==> config.mk <==
export PLATFORM = sky130hd
export DESIGN_NAME = nibble_stream_scheduler_flat
export DESIGN_NICKNAME = d
export VERILOG_FILES = /design/src/rtl/nibble_stream_scheduler_if.sv /design/src/rtl/nibble_stream_scheduler.sv /design/src/flat_wrapper.sv
export SDC_FILE = /design/constraint.sdc
export NUM_CORES = 1
export LEC_CHECK = 0
export ABC_AREA = 0
export CAP_MARGIN = 20
export CORE_ASPECT_RATIO = 1.1
export CORE_MARGIN = 2
export CORE_UTILIZATION = 25
export CTS_CLUSTER_DIAMETER = 30
export CTS_CLUSTER_SIZE = 40
export DETAILED_ROUTE_END_ITERATION = 7
export GPL_TIMING_DRIVEN = 0
export PLACE_DENSITY = 0.62
export SETUP_SLACK_MARGIN = 0.5
export SKIP_LAST_GASP = 1
export SLEW_MARGIN = 15
export SYNTH_ARGS = -nofsm -noshare
export SYNTH_HDL_FRONTEND = slang
export SYNTH_SLANG_ARGS = --single-unit
==> constraint.sdc <==
create_clock -name clk -period 3.1 [get_ports clk]
set_input_delay 0.31 -clock clk [delete_from_list [all_inputs] [get_ports clk]]
set_output_delay 0.31 -clock clk [all_outputs]
set_load 0.1 [all_outputs]
==> src/rtl/nibble_stream_scheduler_if.sv <==
// Request, serialiser and detector signals shared between the nibble stream
// scheduler (slave) and the requester/detector side (master).
interface nibble_stream_scheduler_if #(
    parameter int NUM_REQ = 2
);
    logic [NUM_REQ-1:0]   req_valid;
    logic [4*NUM_REQ-1:0] req_data;
    logic [NUM_REQ-1:0]   req_ready;
    logic                 flush;
    logic [3:0]           bit_stream;
    logic                 p2s_load;
    logic                 data_valid;
    logic [1:0]           owner;
    logic                 busy;
    logic                 moore_detected;
    logic                 mealy_detected;
    logic [NUM_REQ-1:0]   moore_hit;
    logic [NUM_REQ-1:0]   mealy_hit;

    modport master (
        output req_valid, req_data, flush, moore_detected, mealy_detected,
        input  req_ready, bit_stream, p2s_load, data_valid, owner, busy,
               moore_hit, mealy_hit
    );

    modport slave (
        input  req_valid, req_data, flush, moore_detected, mealy_detected,
        output req_ready, bit_stream, p2s_load, data_valid, owner, busy,
               moore_hit, mealy_hit
    );
endinterface

==> src/rtl/nibble_stream_scheduler.sv <==
// Round-robin scheduler sharing one serialiser/detector pair among NUM_REQ
// nibble requesters, and routing detector pulses back to the owning requester.
module nibble_stream_scheduler #(
    parameter int NUM_REQ    = 2,
    parameter int GAP_CYCLES = 0,
    parameter int DET_LAT    = 1
) (
    input  logic                      clk,
    input  logic                      reset_n,
    nibble_stream_scheduler_if.slave  bus
);
    typedef enum logic [1:0] {
        IDLE  = 2'd0,
        SHIFT = 2'd1,
        GAP   = 2'd2
    } state_t;

    state_t      state;
    state_t      state_next;
    logic [1:0]  rr_ptr;
    logic [2:0]  cnt;
    logic [3:0]  nibble_q;
    logic [1:0]  owner_q;

    logic [3:0]  valid_pad;
    logic [15:0] data_pad;
    logic        grant_found;
    logic [1:0]  grant_idx;
    logic        grant_en;
    logic        shift_active;

    logic [DET_LAT-1:0] pipe_valid;
    logic [1:0]         pipe_owner [DET_LAT];

    // Requester index arithmetic modulo NUM_REQ; base and off are both below NUM_REQ.
    function automatic logic [1:0] wrap_add(input logic [1:0] base, input int off);
        int sum;
        sum = int'(base) + off;
        if (sum >= NUM_REQ) sum = sum - NUM_REQ;
        return 2'(sum);
    endfunction

    // Zero-extended to the 4-requester maximum so a 2-bit index is always legal.
    assign valid_pad = 4'(bus.req_valid);
    assign data_pad  = 16'(bus.req_data);

    // NOTE: every always_comb output gets a default before any conditional
    //       assignment, so no path can leave it holding its old value (a latch).
    always_comb begin
        grant_found = 1'b0;
        grant_idx   = 2'd0;
        for (int off = 0; off < NUM_REQ; off++) begin
            if (!grant_found && valid_pad[wrap_add(rr_ptr, off)]) begin
                grant_found = 1'b1;
                grant_idx   = wrap_add(rr_ptr, off);
            end
        end
    end

    // Reset gates the grant so no transfer can be taken while reset_n is low.
    assign grant_en = (state == IDLE) && reset_n && !bus.flush && grant_found;

    always_comb begin
        bus.req_ready = '0;
        for (int k = 0; k < NUM_REQ; k++) begin
            bus.req_ready[k] = grant_en && (grant_idx == 2'(k));
        end
    end

    always_comb begin
        state_next = state;
        unique case (state)
            IDLE:    if (grant_en) state_next = SHIFT;
            SHIFT:   if (cnt == 3'd3) state_next = (GAP_CYCLES > 0) ? GAP : IDLE;
            GAP:     if (cnt == 3'(GAP_CYCLES - 1)) state_next = IDLE;
            default: state_next = IDLE;
        endcase
        if (bus.flush && (state != IDLE)) state_next = IDLE;
    end

    // NOTE: sequential state uses non-blocking assignments only, so every
    //       register samples the pre-edge values regardless of statement order.
    always_ff @(posedge clk) begin
        if (!reset_n) begin
            state    <= IDLE;
            rr_ptr   <= 2'd0;
            cnt      <= 3'd0;
            nibble_q <= 4'd0;
            owner_q  <= 2'd0;
        end else begin
            state <= state_next;
            cnt   <= ((state_next == state) && (state != IDLE)) ? cnt + 3'd1 : 3'd0;
            if (grant_en) begin
                nibble_q <= data_pad[{grant_idx, 2'b00} +: 4];
                owner_q  <= grant_idx;
                rr_ptr   <= wrap_add(grant_idx, 1);
            end
        end
    end

    assign shift_active   = (state == SHIFT);
    assign bus.data_valid = shift_active;
    assign bus.p2s_load   = shift_active && (cnt == 3'd0);
    assign bus.busy       = (state != IDLE);
    assign bus.bit_stream = nibble_q;
    assign bus.owner      = owner_q;

    // Attribution pipeline deliberately ignores flush: bits already sent still
    // belong to their requester when the detector answers.
    // NOTE: this small delay line is reset like any other state so stale owners
    //       cannot be credited with hits right after reset.
    always_ff @(posedge clk) begin
        if (!reset_n) begin
            pipe_valid <= '0;
            for (int i = 0; i < DET_LAT; i++) pipe_owner[i] <= 2'd0;
        end else begin
            pipe_valid[0] <= shift_active;
            pipe_owner[0] <= owner_q;
            for (int i = 1; i < DET_LAT; i++) begin
                pipe_valid[i] <= pipe_valid[i-1];
                pipe_owner[i] <= pipe_owner[i-1];
            end
        end
    end

    always_comb begin
        bus.moore_hit = '0;
        bus.mealy_hit = '0;
        for (int k = 0; k < NUM_REQ; k++) begin
            bus.moore_hit[k] = bus.moore_detected && pipe_valid[DET_LAT-1]
                               && (pipe_owner[DET_LAT-1] == 2'(k));
            bus.mealy_hit[k] = bus.mealy_detected && pipe_valid[DET_LAT-1]
                               && (pipe_owner[DET_LAT-1] == 2'(k));
        end
    end

    a_ready_onehot: assert property (@(posedge clk) disable iff (!reset_n)
        $onehot0(bus.req_ready));
    a_valid_busy: assert property (@(posedge clk) disable iff (!reset_n)
        bus.data_valid |-> bus.busy);

endmodule

==> src/flat_wrapper.sv <==
// flat-port wrapper written by rule: the top's interface ports become plain ports
module nibble_stream_scheduler_flat 
#(
    parameter int NUM_REQ    = 2,
    parameter int GAP_CYCLES = 0,
    parameter int DET_LAT    = 1
)
  (clk, reset_n, bus_req_valid, bus_req_data, bus_flush, bus_moore_detected, bus_mealy_detected, bus_req_ready, bus_bit_stream, bus_p2s_load, bus_data_valid, bus_owner, bus_busy, bus_moore_hit, bus_mealy_hit);
  nibble_stream_scheduler_if #(.NUM_REQ(NUM_REQ)) bus_i ();
  input  logic clk;
  input  logic reset_n;
  input wire logic [$bits(bus_i.req_valid)-1:0] bus_req_valid;
  input wire logic [$bits(bus_i.req_data)-1:0] bus_req_data;
  input wire logic [$bits(bus_i.flush)-1:0] bus_flush;
  input wire logic [$bits(bus_i.moore_detected)-1:0] bus_moore_detected;
  input wire logic [$bits(bus_i.mealy_detected)-1:0] bus_mealy_detected;
  output wire logic [$bits(bus_i.req_ready)-1:0] bus_req_ready;
  output wire logic [$bits(bus_i.bit_stream)-1:0] bus_bit_stream;
  output wire logic [$bits(bus_i.p2s_load)-1:0] bus_p2s_load;
  output wire logic [$bits(bus_i.data_valid)-1:0] bus_data_valid;
  output wire logic [$bits(bus_i.owner)-1:0] bus_owner;
  output wire logic [$bits(bus_i.busy)-1:0] bus_busy;
  output wire logic [$bits(bus_i.moore_hit)-1:0] bus_moore_hit;
  output wire logic [$bits(bus_i.mealy_hit)-1:0] bus_mealy_hit;
  assign bus_i.req_valid = bus_req_valid;
  assign bus_i.req_data = bus_req_data;
  assign bus_i.flush = bus_flush;
  assign bus_i.moore_detected = bus_moore_detected;
  assign bus_i.mealy_detected = bus_mealy_detected;
  assign bus_req_ready = bus_i.req_ready;
  assign bus_bit_stream = bus_i.bit_stream;
  assign bus_p2s_load = bus_i.p2s_load;
  assign bus_data_valid = bus_i.data_valid;
  assign bus_owner = bus_i.owner;
  assign bus_busy = bus_i.busy;
  assign bus_moore_hit = bus_i.moore_hit;
  assign bus_mealy_hit = bus_i.mealy_hit;
  nibble_stream_scheduler #(.NUM_REQ(NUM_REQ), .GAP_CYCLES(GAP_CYCLES), .DET_LAT(DET_LAT)) u_core (.clk(clk), .reset_n(reset_n), .bus(bus_i));
endmodule
==> out/metrics.csv, run 1 <==
metric,value,unit
"commonest cells after routing, fill and taps aside","26 x clkdlybuf4s50_1, 16 x dfxtp_1, 8 x nand2_1, 8 x and2_1, 7 x nor2_1",
number of synthesized register bits,16,
Initial DRT Pass Iterations,4,
largest net degree at the start of global routing,11,
syn nets,101,
Post-DP Area,1100,µm²
filler cell count,313,
Top Ports,30,
antenna diode count,0,
max cap viols,0,
Crit path arrival time,2140,ps
Synth warnings,0,
DP Worst Slack,-68.2,ps
register area share after synthesis,42.1,%
CTS Buf Count,3,
Initial Utilization,25.6,%
Synth-to-Final Area Change,49.2,%
Sequential Power Share,45.0,%
Root Buffer,clkbuf_4,
internal power,0.000329,W
final worst slack,654,ps
syn_area_per_cell,9.28,µm²
Worst EP required,2790,ps
Fmax,409,MHz
floorplan row count,21,
initial antenna violation count,0,
Die X,56.6,µm
Leakage,0.467,nW
Setup crit end kind,output pin,
Final TNS setup,0,ps
period utilization,78.9,%
combinational share of power,27.1,%
WHS Endpoint,u_core.cnt[0],
final setup fails,0,
r2r startpoint,u_core.state[0],
DIE AREA,3500,µm²
core area,2970,µm²
fin. max-slew vios,0,
Total GRT Usage,9.14,%
Clock Pin Slew Worst Setup and Hold Paths,90,ps
overflow left after global routing,0,
RSZ-0062 raised after global routing,no,
height of the die,61.9,µm
type of the most critical hold path,reg2reg,
WS Path Type,in2out,
clock power share,27.9,%
WHS Path Cells,1,
hold_buf cts,0,
share of layout cells above drive strength 1,13.9,%
H-tree levels,1,
Antenna Violating Nets Remaining,0,
status,"complete, no violations",
"commonest non-fill, non-tap cell in the layout",clkdlybuf4s50_1,
GP Congestion,0.656,
Pwr per Cell Area,425,nW/µm²
CP startpoint kind,input pin,
fin cells,149,
maximum VDD drop,0.304,mV
RR Endpoint,u_core.rr_ptr[1],
Detailed Place HPWL,1310,µm
Cells after Synth,82,
switching part of the total,31.8,%
Cell variety after synth,27,
via count,684,
WL per Instance,10.6,µm
Psw,0.000153,W
Final Instance Area,1130,µm²
Post-Syn Area,761,µm²
Hold Crit Start,u_core.cnt[0],
clock skew,2.76,ps
Clock Path Buffers,2,
later-pin clock latency in the skew report,280,ps
worst slew pin tran,965,ps
drt total wl,1580,µm
Iteration-0 DRC Markers,23,
count of input and output buffers,29,
clk sinks,16,
count of endpoints failing hold in the final timing report,0,
R2R setup slack,1600,ps
# Post-CTS Setup Buffers,0,
CTS tree,done,
fin util,38.2,%
Inst Count DP,145,
"Max FO, Critical Path",10,
DRC,0,
first-pass GRT wire length,2500,µm
worst r2r path cells,4,
vias in the first global route,566,
nets,135,
routed vias/inst,4.59,
Relative slew margins,35.5,%
fin crit period,2450,ps
## power by group through the flow
stage	logic [W]	registers (W)	clock network [W]
2_1_floorplan	0.0000607	0.000253	0
3_3_place_gp	0.000132	0.000222	0
3_5_place_dp	0.000132	0.000222	0
4_1_cts	0.000132	0.000217	0.000141
5_1_grt	0.000138	0.000219	0.000148
6_report	0.000131	0.000217	0.000135
## registers in the layout, summed over array words and instances, names as in the netlist
register / flops
u_core.bus.bit_stream: 4
u_core.cnt: 3
u_core.bus.owner: 2
u_core.pipe_owner: 2
u_core.rr_ptr: 2
u_core.state: 2
u_core.pipe_valid: 1
## Yosys cell counts
master / instances / area [µm²]
nand2b_1: 2 / 12.5
o21bai_4: 1 / 18.8
o22ai_1: 4 / 25.0
o2bb2ai_1: 1 / 8.76
o21ba_2: 1 / 10.0
nor3_1: 1 / 5.00
or4b_4: 1 / 13.8
and2_1: 8 / 50.1
a32oi_1: 4 / 35.0
o21ai_0: 1 / 5.00
a2111oi_0: 1 / 8.76
buf_6: 1 / 11.3
a21oi_1: 1 / 5.00
or2_2: 1 / 6.26
clkbuf_4: 1 / 7.51
nand2_1: 8 / 30.0
o21bai_1: 1 / 7.51
and3_1: 4 / 25.0
nor2_1: 7 / 26.3
ha_1: 4 / 50.1
dfxtp_1: 16 / 320
o221a_2: 1 / 11.3
clkbuf_1: 1 / 3.75
inv_1: 5 / 18.8
nor2b_1: 3 / 18.8
nor3b_1: 2 / 15.0
a21boi_2: 1 / 11.3
## per-stage QoR
| step | hold WS [ps] | power (W) |
|---|---|---|
| 3_3_place_gp | 433 | 0.000354 |
| 5_1_grt | 503 | 0.000504 |
| 3_5_place_dp | 447 | 0.000355 |
| 4_1_cts | 469 | 0.000491 |
| 2_1_floorplan | 417 | 0.000314 |
| 6_report | 460 | 0.000483 |
## worst max-delay path by stage
stage	endpoint	cells after the start	from	slack, ps
6_report	bus_req_ready[0]	6	bus_flush	650
5_1_grt	bus_moore_hit[1]	3	u_core.pipe_valid	570
4_1_cts	bus_req_ready[0]	6	bus_flush	510
3_5_place_dp	bus_req_ready[0]	6	bus_flush	-70
3_3_place_gp	bus_req_ready[0]	6	bus_flush	-70
2_1_floorplan	bus_req_ready[1]	3	u_core.state[0]	550
## kinds of logic (layout without fill, tap and decap cells)
group | Yosys count | after routing | share of synthesized area, %
AOI/OAI and AO/OA | 17 | 17 | 19.2
DFF | 16 | 16 | 42.1
and+or+nand+nor | 37 | 37 | 26.6
adders and majority gates | 4 | 4 | 6.58
buffers and inverters | 8 | 41 | 5.43
## critical path, stage by stage
cell and delay (ps):
clkdlybuf4s50_1 410, or4b_4 530, buf_6 150, o21bai_4 180, a21oi_2 110, buf_2 440
## per-layer routing
metal  up-vias  global-route usage (%)  part of all wire (%)
met5         -                       0                     0
met4         0                    3.06                   1.8
met3         2                    3.11                   5.5
met2        16                    16.6                    51
met1       314                    10.2                    41
li1        352                       -                     -
## timing repair
action,in CTS,in global routing
endpoints found under the setup margin,2,2
gates resized for setup,6,3
pin swaps,0,0
## final cells by class
cell class | instances | area (µm²) | area share [%]
buffer | 3 | 22.5 | 1.98
multi-input combinational | 58 | 405 | 35.7
sequential | 16 | 320 | 28.2
inverter | 5 | 18.8 | 1.65
clock buffer | 4 | 36.3 | 3.20
tap | 34 | 42.5 | 3.75
timing repair buffer | 29 | 289 | 25.5
(Power assumes the default switching activity.)
==> run 2: changes to the inputs <==
==> constraint.sdc (replaced) <==
create_clock -name clk -period 2.3 [get_ports clk]
set_input_delay 0.23 -clock clk [delete_from_list [all_inputs] [get_ports clk]]
set_output_delay 0.23 -clock clk [all_outputs]
set_load 0.1 [all_outputs]
==> run 2 against run 1 <==
  * Design area up 7.3%
  * Non-clock buffer count up 7
  * Clock power up 37%
  * Register-to-register slack worse by 1100 ps
  * Sequential share of layout area down 1.3 points
  * Worst hold slack worse by 170 ps
  * First-iteration DRC count down 4.3%
  * Sequential cell count unchanged
  * Combinational power up 45%
==> out/metrics.csv, run 2 (synthesis results as in run 1) <==
metric,value,unit
vias in the first global route,648,
Clock Path Buffers,2,
Setup crit end kind,output pin,
Pwr per Cell Area,546,nW/µm²
WS Path Type,reg2out,
DIE AREA,3500,µm²
RSZ-0062 raised after global routing,yes,
via count,736,
hold_buf cts,0,
Final TNS setup,0,ps
Root Buffer,clkbuf_4,
Crit path arrival time,1770,ps
later-pin clock latency in the skew report,290,ps
fin crit period,2000,ps
type of the most critical hold path,in2reg,
Antenna Violating Nets Remaining,0,
Clock Pin Slew Worst Setup and Hold Paths,100,ps
routed vias/inst,4.72,
antenna diode count,0,
floorplan row count,21,
crit-path cells,"or4b_4, buf_6, o21bai_4, a21oi_4, buf_12",
maximum VDD drop,0.519,mV
"Max FO, Critical Path",3,
Relative slew margins,35.9,%
Synth-to-Final Area Change,60.0,%
core area,2970,µm²
Die X,56.6,µm
clk sinks,16,
CTS Buf Count,3,
CP max-delay cell,or4b_4,
CP startpoint kind,register,
Hold Crit Start,bus_flush,
fin cells,156,
Initial Utilization,25.6,%
worst slew pin tran,965,ps
max incr delay on CP,510,ps
final setup fails,0,
Total GRT Usage,10.3,%
Detailed Place HPWL,1300,µm
period utilization,87.1,%
"commonest non-fill, non-tap cell in the layout",dfxtp_1,
fin util,41.0,%
H-tree levels,1,
count of endpoints failing hold in the final timing report,0,
clock skew,7.39,ps
share of layout cells above drive strength 1,29.5,%
fin. max-slew vios,0,
WL per Instance,11.5,µm
worst setup path start,u_core.state[0],
Leakage,0.545,nW
Worst EP required,2070,ps
Fmax,499,MHz
max FFs per register,4,
largest net degree at the start of global routing,11,
Iteration-0 DRC Markers,22,
"commonest cells after routing, fill and taps aside","14 x dfxtp_1, 12 x clkdlybuf4s50_1, 8 x nand2_1, 8 x and2_1, 7 x dlygate4sd2_1",
CTS tree,done,
drt total wl,1800,µm
max cap viols,0,
count of input and output buffers,29,
status,"complete, no violations",
DRC,0,
GP Congestion,0.717,
Initial DRT Pass Iterations,4,
Top Ports,30,
nets,142,
height of the die,61.9,µm
first-pass GRT wire length,2830,µm
r2r startpoint,u_core.state[0],
overflow left after global routing,0,
Inst Count DP,145,
initial antenna violation count,0,
[run 2: cell count changes in the layout (fill, tap and decap cells not counted), moves of 2 or more]
cell	previous run	this run
clkdlybuf4s50_1	26	12
dlygate4sd2_1	0	7
buf_4	0	6
buf_2	1	5
nor2_1	7	4
buf_12	0	2
dfxtp_1	16	14
dfxtp_4	0	2
nor2_2	0	2
[run 2: report_power, final]
| group | internal [W] | switching (W) |
|---|---|---|
| logic | 0.0000667 | 0.000123 |
| registers | 0.000285 | 0.00000573 |
| clock network | 0.0000964 | 0.0000883 |
[run 2: final timing paths]
path | end | slack (ps) | cells after the start
setup / recovery | bus_req_ready[0] | 300 | 5
hold / removal | u_core.state[1] | 290 | 3
setup reg to reg | u_core.bus.bit_stream[3] | 470 | 7
hold reg to reg | u_core.cnt[0] | 470 | 1
[run 2: metrics by stage]
stage | area (µm²) | setup slack, ps | total power [W] | hold WS (ps)
after global routing | 1220 | 249 | 0.000693 | 328
after floorplan | 795 | 370 | 0.000427 | 417
after detailed placement | 1130 | -713 | 0.000483 | 463
final | 1220 | 296 | 0.000665 | 289
after CTS | 1220 | 252 | 0.000674 | 480
after global placement | 1130 | -717 | 0.000482 | 431
[run 2: routing by layer]
layer | global-route usage (%) | up-vias | wire length, µm | part of all wire (%)
met5 | 0 | - | 0 | 0
met2 | 17.9 | 23 | 839 | 47
met1 | 12.4 | 343 | 820 | 46
met4 | 1.02 | 0 | 0 | 0
li1 | - | 370 | - | -
met3 | 4.35 | 0 | 136 | 7.6
[run 2: final cells by class]
class / count / area, µm²
well taps: 34 / 42.5
fillers: 305 / 1750
multi-input cells: 58 / 432
clock buffers: 4 / 36.3
plain buffers: 3 / 22.5
flip-flops and latches: 16 / 328
repair buffers: 36 / 338
inverters: 5 / 18.8
[run 2: worst max-delay path: cells and delay by family, from the launching register on]
kind | cells | cell delay, ps
AOI/OAI and AO/OA | 2 | 310
DFF | 1 | 350
buffers and inverters | 2 | 320
and+or+nand+nor | 1 | 510
[run 2: what timing repair did]
item / in CTS / in global routing
endpoints found under the setup margin: 15 / 10
pin swaps: 2 / 2
setup buffers: 5 / 2
resized for setup: 51 / 10
==> run 3: changes to the inputs <==
--- a/config.mk
+++ b/config.mk
@@ -5,7 +5,6 @@
 export SDC_FILE = /design/constraint.sdc
 export NUM_CORES = 1
 export LEC_CHECK = 0
-export ABC_AREA = 0
 export CAP_MARGIN = 20
 export CORE_ASPECT_RATIO = 1.1
 export CORE_MARGIN = 2
@@ -14,7 +13,7 @@
 export CTS_CLUSTER_SIZE = 40
 export DETAILED_ROUTE_END_ITERATION = 7
 export GPL_TIMING_DRIVEN = 0
-export PLACE_DENSITY = 0.62
+export PLACE_DENSITY = 0.64
 export SETUP_SLACK_MARGIN = 0.5
 export SKIP_LAST_GASP = 1
 export SLEW_MARGIN = 15
==> constraint.sdc (replaced) <==
create_clock -name clk -period 1.7 [get_ports clk]
set_input_delay 0.17 -clock clk [delete_from_list [all_inputs] [get_ports clk]]
set_output_delay 0.17 -clock clk [all_outputs]
set_load 0.1 [all_outputs]
==> run 3 against run 2 <==
  * The flow now finishes with violations (setup timing)
  * Worst setup slack worse by 550 ps
  * Die area stayed put
  * Non-clock buffer count is 6 higher
  * First-iteration DRC count is 41% lower
==> out/metrics.csv, run 3 (synthesis results as in run 1) <==
metric,value,unit
Top Ports,30,
count of endpoints failing hold in the final timing report,0,
clk sinks,16,
WL per Instance,12.0,µm
status,"finished, violations left",
Synth-to-Final Area Change,92.4,%
worst slew pin tran,440,ps
Total GRT Usage,10.8,%
via count,762,
count of input and output buffers,29,
later-pin clock latency in the skew report,290,ps
vias in the first global route,699,
Clock Path Buffers,2,
Worst Path Buf+Inv,2,
hold_buf cts,0,
routed vias/inst,4.70,
CTS Buf Count,3,
clock power share,26.1,%
Root Buffer,clkbuf_4,
Relative slew margins,70.4,%
WS Path Type,reg2out,
Crit path arrival time,1790,ps
violated checks,setup timing,
initial antenna violation count,0,
Worst path depth,5,
Clock Pin Slew Worst Setup and Hold Paths,90,ps
CP max-delay cell,or4b_4,
Worst EP required,1530,ps
core area,2970,µm²
fin. max-slew vios,0,
largest net degree at the start of global routing,11,
first-pass GRT wire length,2880,µm
nets,148,
WHS Path Cells,1,
DP Worst Slack,-1210,ps
Psw,0.000309,W
maximum VDD drop,0.422,mV
combinational share of power,32.5,%
clock skew,6.48,ps
H-tree levels,1,
worst r2r path cells,7,
max cap viols,0,
floorplan row count,21,
overflow left after global routing,0,
max FFs per register,4,
Pwr per Cell Area,655,nW/µm²
DIE AREA,3500,µm²
period utilization,115,%
height of the die,61.9,µm
Initial Utilization,25.6,%
crit-path cells,"or4b_4, buf_6, o21bai_4, a21oi_4, buf_12",
DRC,0,
CTS tree,done,
RSZ-0062 raised after global routing,yes,
Fmax,511,MHz
"Max FO, Critical Path",2,
drt total wl,1940,µm
fin crit period,1960,ps
GP Congestion,0.662,
Leakage,0.606,nW
"commonest non-fill, non-tap cell in the layout",clkdlybuf4s50_1,
Setup crit end kind,output pin,
Iteration-0 DRC Markers,13,
Post-DP Area,1150,µm²
Detailed Place HPWL,1320,µm
Final Instance Area,1460,µm²
Initial DRT Pass Iterations,4,
Die X,56.6,µm
antenna diode count,0,
CP startpoint kind,register,
share of layout cells above drive strength 1,50.8,%
Antenna Violating Nets Remaining,0,
type of the most critical hold path,reg2reg,
"commonest cells after routing, fill and taps aside","14 x clkdlybuf4s50_1, 12 x buf_4, 9 x buf_12, 9 x dfxtp_1",
switching part of the total,32.2,%
Sequential Power Share,41.4,%
final worst slack,-257,ps
Crit path max-delay family,simple AND/OR/NAND/NOR gates,
max incr delay on CP,500,ps
final setup fails,6,
internal power,0.000650,W
-- run 3: cell types whose count changed in the layout (fill, tap and decap cells not counted), moves of 3 or more --
cell           change
buf_4              +6
buf_12             +7
buf_6              +6
nor2_4             +3
dlygate4sd2_1      -7
dfxtp_2            +6
and3_4             +3
buf_2              -5
dfxtp_1            -5
-- run 3: repair_timing --
action                                  CTS  global route
setup buffers                             9             4
pin swaps                                 6             6
endpoints found under the hold margin     0             0
endpoints found under the setup margin   27            22
resized for setup                       137             9
-- run 3: path summary, 6_finish.rpt --
path / start / to / slack (ps)
worst max-delay path: u_core.state[0] / bus_req_ready[0] / -260
worst min-delay path: u_core.cnt[0] / u_core.cnt[0] / 420
worst max register to register: u_core.state[0] / u_core.bus.bit_stream[3] / -90
worst min register to register: u_core.cnt[0] / u_core.cnt[0] / 420
-- run 3: layout make-up --
cell class	count	area, µm²
fillers	276	1510
multi-input cells	58	522
repair buffers	42	489
flip-flops and latches	16	332
well taps	34	42.5
clock buffers	4	36.3
plain buffers	3	23.8
inverters	5	18.8
-- run 3: through the flow --
step	power, W	cells	utilization (%)	setup TNS [ps]	hold WS [ps]
global placement	0.000654	145	38.7	-4570	432
finish	0.000959	162	49.3	-724	424
detailed placement	0.000656	145	38.7	-4680	447
global route	0.000998	162	49.3	-1060	440
CTS	0.000943	158	46.9	-742	425
floorplan	0.000581	82	-	-170	369
-- run 3: power groups by stage --
stage,logic [W],clock network (W),registers (W)
floorplan,0.000118,0,0.000463
global placement,0.000248,0,0.000406
detailed placement,0.000249,0,0.000407
CTS,0.000296,0.000251,0.000396
global route,0.000326,0.000273,0.000399
finish,0.000312,0.000250,0.000397
-- run 3: worst reg2reg max path: cells and delay by family (launching register included) --
kind                   cells  cell delay [ps]
buffers and inverters      4              480
flip-flops                 1              350
AO/OA/AOI/OAI              2              340
AND/OR/NAND/NOR            1              510
-- run 3: per-layer routing --
layer  vias to the layer above  track usage (%)  wire length, µm
li1                        379                -                -
met1                       362             11.5              779
met2                        16             19.6             1050
met3                         5             3.93               81
met4                         0             5.10               31
met5                         -                0                0
